File: config.mk
export PLATFORM = sky130hd
export DESIGN_NAME = uart_rx
export DESIGN_NICKNAME = d
export VERILOG_FILES = /design/src/rtl/uart_pkg.sv /design/src/rtl/uart_sync.sv /design/src/rtl/uart_rx.sv
export SDC_FILE = /design/constraint.sdc
export NUM_CORES = 1
export LEC_CHECK = 0
export CORE_ASPECT_RATIO = 0.8
export CORE_MARGIN = 1
export CORE_UTILIZATION = 40
export DETAILED_ROUTE_END_ITERATION = 10
export MAX_ROUTING_LAYER = met4
export PLACE_DENSITY = 0.59
export SYNTH_ARGS = -nofsm -noshare
export SYNTH_HDL_FRONTEND = slang
export SYNTH_SLANG_ARGS = --single-unit
export TNS_END_PERCENT = 1
File: constraint.sdc
create_clock -name clk -period 2.3 [get_ports clk]
set_input_delay 0.46 -clock clk [delete_from_list [all_inputs] [get_ports clk]]
set_output_delay 0.46 -clock clk [all_outputs]
set_load 0.02 [all_outputs]
File: src/rtl/uart_pkg.sv
// Shared UART definitions: state encodings, default oversampling and the
// 8N1 frame constants. The transmitter uses the same package.
package uart_pkg;

  typedef enum logic [2:0] {
    ST_IDLE      = 3'd0,
    ST_START     = 3'd1,
    ST_DATA      = 3'd2,
    ST_STOP      = 3'd3,
    ST_WAIT_IDLE = 3'd4
  } uart_state_e;

  localparam int unsigned UART_OVS_DEFAULT = 16;
  localparam int unsigned UART_DATA_BITS   = 8;
  localparam logic        UART_START_LEVEL = 1'b0;
  localparam logic        UART_STOP_LEVEL  = 1'b1;

endpackage

File: src/rtl/uart_sync.sv
// Generic single-bit synchronizer; the chain resets to 1 so that an idle-high
// serial line does not look like a start bit when reset is released.
module uart_sync #(
  parameter int STAGES = 2
) (
  input  logic clk,
  input  logic n_rst,
  input  logic d,
  output logic q
);

  logic [STAGES-1:0] sync_q;

  // Shift the asynchronous input through the flop chain.
  always_ff @(posedge clk or negedge n_rst) begin
    if (!n_rst) sync_q <= '1;
    else        sync_q <= {sync_q[STAGES-2:0], d};
  end

  assign q = sync_q[STAGES-1];

endmodule

File: src/rtl/uart_rx.sv
// 8N1 UART receiver with OVS-times oversampling and framing-error detection.
//
//   state        | meaning
//   -------------+-----------------------------------------------------
//   ST_IDLE      | line idle, waiting for a low sample on an rxen tick
//   ST_START     | counting to the middle of the start bit to reject glitches
//   ST_DATA      | sampling 8 data bits, LSB first, at each bit's tick OVS-1
//   ST_STOP      | sampling the stop bit; 1 -> rx_valid, 0 -> frame_err
//   ST_WAIT_IDLE | after a framing error, wait for the line to return high
module uart_rx
  import uart_pkg::*;
#(
  parameter int OVS         = UART_OVS_DEFAULT,
  parameter int SYNC_STAGES = 2
) (
  input  logic       clk,
  input  logic       n_rst,
  input  logic       rxen,
  input  logic       rxd,
  output logic [7:0] rx_data,
  output logic       rx_valid,
  output logic       frame_err,
  output logic       rx_busy
);

  localparam int DW = UART_DATA_BITS;
  localparam int TW = $clog2(OVS);
  localparam logic [TW-1:0] TICK_MID  = TW'(OVS/2 - 1);
  localparam logic [TW-1:0] TICK_END  = TW'(OVS - 1);
  localparam logic [2:0]    BIT_LAST  = 3'(DW - 1);

  logic          rxd_s;
  uart_state_e   state_q, state_d;
  logic [TW-1:0] tick_q, tick_d;
  logic [2:0]    bit_q, bit_d;
  logic [DW-1:0] shift_q, shift_d;
  logic [DW-1:0] data_q, data_d;
  logic          valid_q, valid_d;
  logic          err_q, err_d;

  uart_sync #(.STAGES(SYNC_STAGES)) u_sync (
    .clk   (clk),
    .n_rst (n_rst),
    .d     (rxd),
    .q     (rxd_s)
  );

  // State, counters, shift register and output pulse registers.
  always_ff @(posedge clk or negedge n_rst) begin
    if (!n_rst) begin
      state_q <= ST_IDLE;
      tick_q  <= '0;
      bit_q   <= '0;
      shift_q <= '0;
      data_q  <= '0;
      valid_q <= 1'b0;
      err_q   <= 1'b0;
    end else begin
      state_q <= state_d;
      tick_q  <= tick_d;
      bit_q   <= bit_d;
      shift_q <= shift_d;
      data_q  <= data_d;
      valid_q <= valid_d;
      err_q   <= err_d;
    end
  end

  // Next-state logic; nothing advances without rxen, and the pulse outputs
  // default low so each lasts one clk whatever the rxen pattern.
  always_comb begin
    state_d = state_q;
    tick_d  = tick_q;
    bit_d   = bit_q;
    shift_d = shift_q;
    data_d  = data_q;
    valid_d = 1'b0;
    err_d   = 1'b0;

    if (rxen) begin
      case (state_q)
        ST_IDLE: begin
          if (rxd_s == UART_START_LEVEL) begin
            state_d = ST_START;
            tick_d  = '0;
          end
        end

        ST_START: begin
          if (tick_q == TICK_MID) begin
            tick_d = '0;
            if (rxd_s == UART_START_LEVEL) begin
              state_d = ST_DATA;
              bit_d   = '0;
            end else begin
              state_d = ST_IDLE;
            end
          end else begin
            tick_d = tick_q + TW'(1);
          end
        end

        ST_DATA: begin
          if (tick_q == TICK_END) begin
            shift_d = {rxd_s, shift_q[DW-1:1]};
            tick_d  = '0;
            bit_d   = bit_q + 3'd1;
            if (bit_q == BIT_LAST) state_d = ST_STOP;
          end else begin
            tick_d = tick_q + TW'(1);
          end
        end

        ST_STOP: begin
          if (tick_q == TICK_END) begin
            tick_d = '0;
            if (rxd_s == UART_STOP_LEVEL) begin
              data_d  = shift_q;
              valid_d = 1'b1;
              state_d = ST_IDLE;
            end else begin
              err_d   = 1'b1;
              state_d = ST_WAIT_IDLE;
            end
          end else begin
            tick_d = tick_q + TW'(1);
          end
        end

        ST_WAIT_IDLE: begin
          if (rxd_s == UART_STOP_LEVEL) state_d = ST_IDLE;
        end

        default: state_d = ST_IDLE;
      endcase
    end
  end

  assign rx_data   = data_q;
  assign rx_valid  = valid_q;
  assign frame_err = err_q;
  assign rx_busy   = (state_q != ST_IDLE);

endmodule

After elaboration in Yosys (flattened, before gate mapping):

Index checks and enable logic that the tools add are counted.

* reduce and logical (&&, ||, !) cells: 10
* multiplexer cells: 25
* $add $sub $neg: 2
* equality and inequality tests: 14

Operators by type and width (count)
* $mux 3: 10
* $pmux 3 s5: 1
* $mux 4: 3
* $ne 2x2->1 const B: 6
* $pmux 4 s3: 1
* $mux 1: 8
* $reduce_and 7->1: 1
* $eq 3x2->1 const B: 2
* $eq 3x3->1 const B: 2
* $pmux 3 s2: 1
* $reduce_and 3->1: 2
* $reduce_bool 3->1: 2
* $reduce_and 5->1: 1
* $add 4x1->4 const B: 1
* $eq 4x3->1 const B: 1
* $eq 4x4->1 const B: 1
* $reduce_and 4->1: 1
* $add 3x1->3 const B: 1
* $eq 3x1->1 const B: 1
* $logic_not 3->1: 1
* $mux 2: 1
* $ne 2x1->1 const B: 1
* $reduce_bool 2->1: 1
* $reduce_or 2->1: 1

* output and inout port bits: 11
* flip-flop bits (word level): 30
* logic and storage cells: 59
* input bits: 4

Depth between registers and ports, before layout:

* depth after elaboration: 4
* mapped depth: 5
* mapped depth without buffers: 5

Cells and area by module:

From an unflattened synthesis, not the netlist that was laid out.

* cells, all modules: 104
* area total of the unflattened synthesis: 1318.8 um2

By module, submodules not included
* uart_rx: cells an instance 102, sequential area each 700.7 um2, area an instance 1266.2 um2, instances 1
* uart_sync: cells an instance 2, sequential area each 52.6 um2, area an instance 52.6 um2, instances 1

Least setup slack after synthesis:

No wires, ideal clock.

* kind: flip-flop to flip-flop
* from: register tick_q[0]
* to: register shift_q[0]
* arrival: 1.570 ns
* period minus slack after synthesis: 1.695 ns
* required time: 2.175 ns
* library setup time: 0.125 ns
* slack: 0.605 ns
* stages on the path, launching flop included: 6
* path buffers: 1
* cell sequence: dfrtp_1 > ha_1 > nand4b_4 > nor3_1 > buf_4 > mux2_2

* longest elaborated chain between the ends: 2

Ends and longest elaborated chain
* start: declaration: RTL line uart_rx.sv:34 `logic [TW-1:0] tick_q, tick_d;`
* start signal: assignment: RTL line uart_rx.sv:60 `tick_q <= tick_d;`
* $eq 4x4->1: RTL line uart_rx.sv:104 `if (tick_q == TICK_END) begin`
* $reduce_and 3->1 (no source line)
* end signal: assignment: RTL line uart_rx.sv:62 `shift_q <= shift_d;`
* end: declaration: RTL line uart_rx.sv:36 `logic [DW-1:0] shift_q, shift_d;`

No other way between the ends.
A chain may end at the register's enable or synchronous reset.

Final worst setup path:

* from: register state_q[2]
* to: output rx_busy

* longest elaborated chain between the ends: 1

Ends and longest elaborated chain
* start: declaration: RTL line uart_rx.sv:33 `uart_state_e state_q, state_d;`
* start signal: assignment: RTL line uart_rx.sv:59 `state_q <= state_d;`
* $reduce_bool 3->1: RTL line uart_rx.sv:142 `assign rx_busy = (state_q != ST_IDLE);`
* end: declaration: RTL line uart_rx.sv:23 `output logic rx_busy`

No other way between the ends.

==> results.sh <==
export IMPL_io_pins=15
export IMPL_routedWlPerCell_um=14.7
export IMPL_synthCells=100
export IMPL_gp_congestion=0.744
export IMPL_rsz0062_at_grt="false"
export IMPL_outcome="finished clean"
export IMPL_max_slew_margin_rel_pct=69.8
export IMPL_ir_worst_vdd_uv=395
export IMPL_net_switching_power_mw=0.418
export IMPL_yosysWarnings=0
export IMPL_die_w_um=67.1
export IMPL_fmax_ghz=0.485
export IMPL_p_clk_share_pct=40.4
export IMPL_p_sw_share_pct=25.9
export IMPL_finalHoldViolCount=0
export IMPL_critPathKind="reg -> out"
export IMPL_fin_setup_tns_ns=0
export IMPL_fillCellCount=273
export IMPL_clkSlewWorstSetupHoldPaths_ns=0.06
export IMPL_cp_max_fo=11
export IMPL_grt_overflow=0
export IMPL_synth_xor_area_share_pct=0.645
export IMPL_vias=852
export IMPL_avgSynthCellArea_um2=13.6
export IMPL_met2_length_mm=1.06
export IMPL_drt_iter0_drc=41
export IMPL_routed_wl_mm=2.36
export IMPL_synth_top_family_by_area="multiplexers"
export IMPL_h_tree_depth=2
export IMPL_p_int_mw=1.19
export IMPL_drc=0
export IMPL_fin_cells=161
export IMPL_met1_length_mm=1.21
export IMPL_postCtsSetupBuffers=0
export IMPL_setup_viol=0
export IMPL_die_y_um=54.1
export IMPL_yosysMostFrequentCell="dfrtp_1"
export IMPL_grt_max_degree=31
export IMPL_cts_buffers=5
export IMPL_cp_start_kind="flop"
export IMPL_numPortBuffers=14
export IMPL_drv_slew=0
export IMPL_synthAdderAreaFrac_pct=2.76
export IMPL_fin_crit_sh_pct=89.6
export IMPL_netlist_top_cells_count="dfrtp_1 (28), mux2_2 (18)"
export IMPL_post_dp_hpwl_mm=1.64
export IMPL_core_um2=3150
export IMPL_grt_pass1_vias=836
export IMPL_routed_top_layer="met3"
export IMPL_cts_root_buf="clkbuf_8"
export IMPL_n_antenna_cell=0
export IMPL_cp_arrival_ns=1.60
export IMPL_p_total_mw=1.61
export IMPL_postCtsHoldBufs=0
export IMPL_async_reset_ff_share_pct=100
export IMPL_min_period_ns=2.06
export IMPL_synth_cell_types=34
export IMPL_initial_utilization_pct=43.1
export IMPL_ys_seq_area_share_pct=55.5
export IMPL_cts_tree="yes"
export IMPL_syn_nets=107
export IMPL_comb_power_share_pct=17.6
export IMPL_ant_nets=0
export IMPL_hold_path_class="reg -> reg"
export IMPL_synth_mux_area_share_pct=14.9
export IMPL_worst_pin_slew_ns=0.452
export IMPL_clock_sinks=30
export IMPL_area_delta_synth_final_pct=24.4
export IMPL_synthTopCellsByArea="dfrtp_1 (52%), mux2_2 (15%), dfstp_2 (3.9%)"
export IMPL_fin_nets=127
export IMPL_synth_compound_area_share_pct=10.7
export IMPL_placement_rows=18
export IMPL_drive_above_1_share_pct=33.1
export IMPL_grt_pass1_wl_mm=3.94
export IMPL_grt_antenna_before_repair=0
export IMPL_cap_viol_max_count=0
export IMPL_ys_dominant_reg_cell="dfrtp_1"
export IMPL_p_leak_nw=0.787
export IMPL_cp_required_ns=1.84
export IMPL_die_area_um2=3630
export IMPL_seq_power_share_pct=42.0
export IMPL_drt_vias_per_instance=5.29
export IMPL_synth_simple_gate_area_share_pct=12.4
export IMPL_dp_cells=153
export IMPL_clock_path_buffers=2
export IMPL_worstSkewPairLatency_ns=0.27
export IMPL_syn_cell_area_um2=1360
export IMPL_wl_met3_um=94
export IMPL_end_kind="output pin"
export IMPL_synth_top_cell_by_area="dfrtp_1"
export IMPL_synth_enable_flop_cells=0
export IMPL_track_usage_pct=15.9
export IMPL_p_per_area_nw_per_um2=954
export IMPL_firstDrtPassIters=4
export IMPL_cts_resized=0
export IMPL_yosys_area_top_type_share_pct=51.6
export IMPL_fin_skew_ns=0.00536
export IMPL_yosys_register_bits=30
-- layout make-up --
class	count	area, um^2	area share [%]
Clock inverter	2	60.1	3.56
Clock buffer	6	82.6	4.89
Multi-Input combinational cell	62	562	33.3
Inverter	3	11.3	0.667
Timing Repair Buffer	18	170	10.1
Tap cell	40	50.0	2.96
Sequential cell	30	753	44.6
-- critical path: stages, from the launching register on --
cell and delay, ns:
dfrtp_1 0.55, inv_1 0.10, nand2_1 0.08, clkdlybuf4s50_1 0.60
-- logic make-up after synthesis --
group	Yosys count
compound gates	19
xor+xnor	1
fa+ha+maj	3
buf+inv	8
flops	30
mux	18
simple gates	21
-- metal layers --
metal / global-route usage, % / vias to the layer above
li1: - / 413
met1: 21.4 / 426
met2: 22.2 / 13
met3: 5.08 / 0
met4: 6.38 / 0
met5: - / -
-- sequential cells by signal, indices dropped and copies added (netlist names) --
| name | count |
|---|---|
| bit_q | 3 |
| rx_data | 8 |
| state_q | 3 |
| u_sync.sync_q | 2 |
| rx_valid | 1 |
| tick_q | 4 |
| shift_q | 8 |
| frame_err | 1 |
-- power by group through the flow --
stage	Combinational, mW	Sequential [mW]	Clock [mW]
6_report	0.283	0.677	0.651
2_1_floorplan	0.269	0.624	0
5_1_grt	0.317	0.696	0.689
3_5_place_dp	0.285	0.685	0
4_1_cts	0.287	0.676	0.664
3_3_place_gp	0.279	0.684	0
-- layout by cell type, fill, tap and decap left out, types with 2 or more instances in the layout --
| cell type | n |
|---|---|
| nor2_1 | 3 |
| nor4b_1 | 2 |
| dfstp_2 | 2 |
| clkdlybuf4s50_1 | 14 |
| o31ai_1 | 2 |
| clkbuf_8 | 6 |
| a21oi_1 | 3 |
| a22o_1 | 3 |
| bufinv_16 | 2 |
| inv_1 | 3 |
| nand2_1 | 3 |
| buf_4 | 4 |
| mux2_2 | 18 |
| nor3_1 | 2 |
| a21o_1 | 2 |
| nand3_1 | 2 |
| a22o_2 | 3 |
| ha_1 | 3 |
| o21ai_0 | 2 |
| dfrtp_1 | 28 |
-- metrics by stage --
stage          cell area, um^2  utilization, %  hold WS, ns  setup WS, ns
2_1_floorplan             1360               -        0.164         0.605
3_3_place_gp              1550            49.0        0.349         0.199
3_5_place_dp              1550            49.0        0.349         0.146
4_1_cts                   1690            53.6        0.358         0.244
5_1_grt                   1690            53.6        0.368         0.149
6_report                  1690            53.6        0.358         0.240
-- worst paths after layout --
| path | from | depth (start not counted) | slack (ns) | end |
|---|---|---|---|---|
| min in group asynchronous | n_rst | 2 | 0.57 | bit_q[2] |
| setup / recovery | state_q[2] | 3 | 0.24 | rx_busy |
| setup reg to reg | tick_q[0] | 4 | 0.42 | rx_data[0] |
| hold / removal | u_sync.sync_q[0] | 0 | 0.36 | u_sync.sync_q[1] |
| hold reg to reg | u_sync.sync_q[0] | 0 | 0.36 | u_sync.sync_q[1] |
| max in group asynchronous | n_rst | 2 | 1.41 | u_sync.sync_q[1] |
No activity file was read; power rests on OpenSTA's default activity.
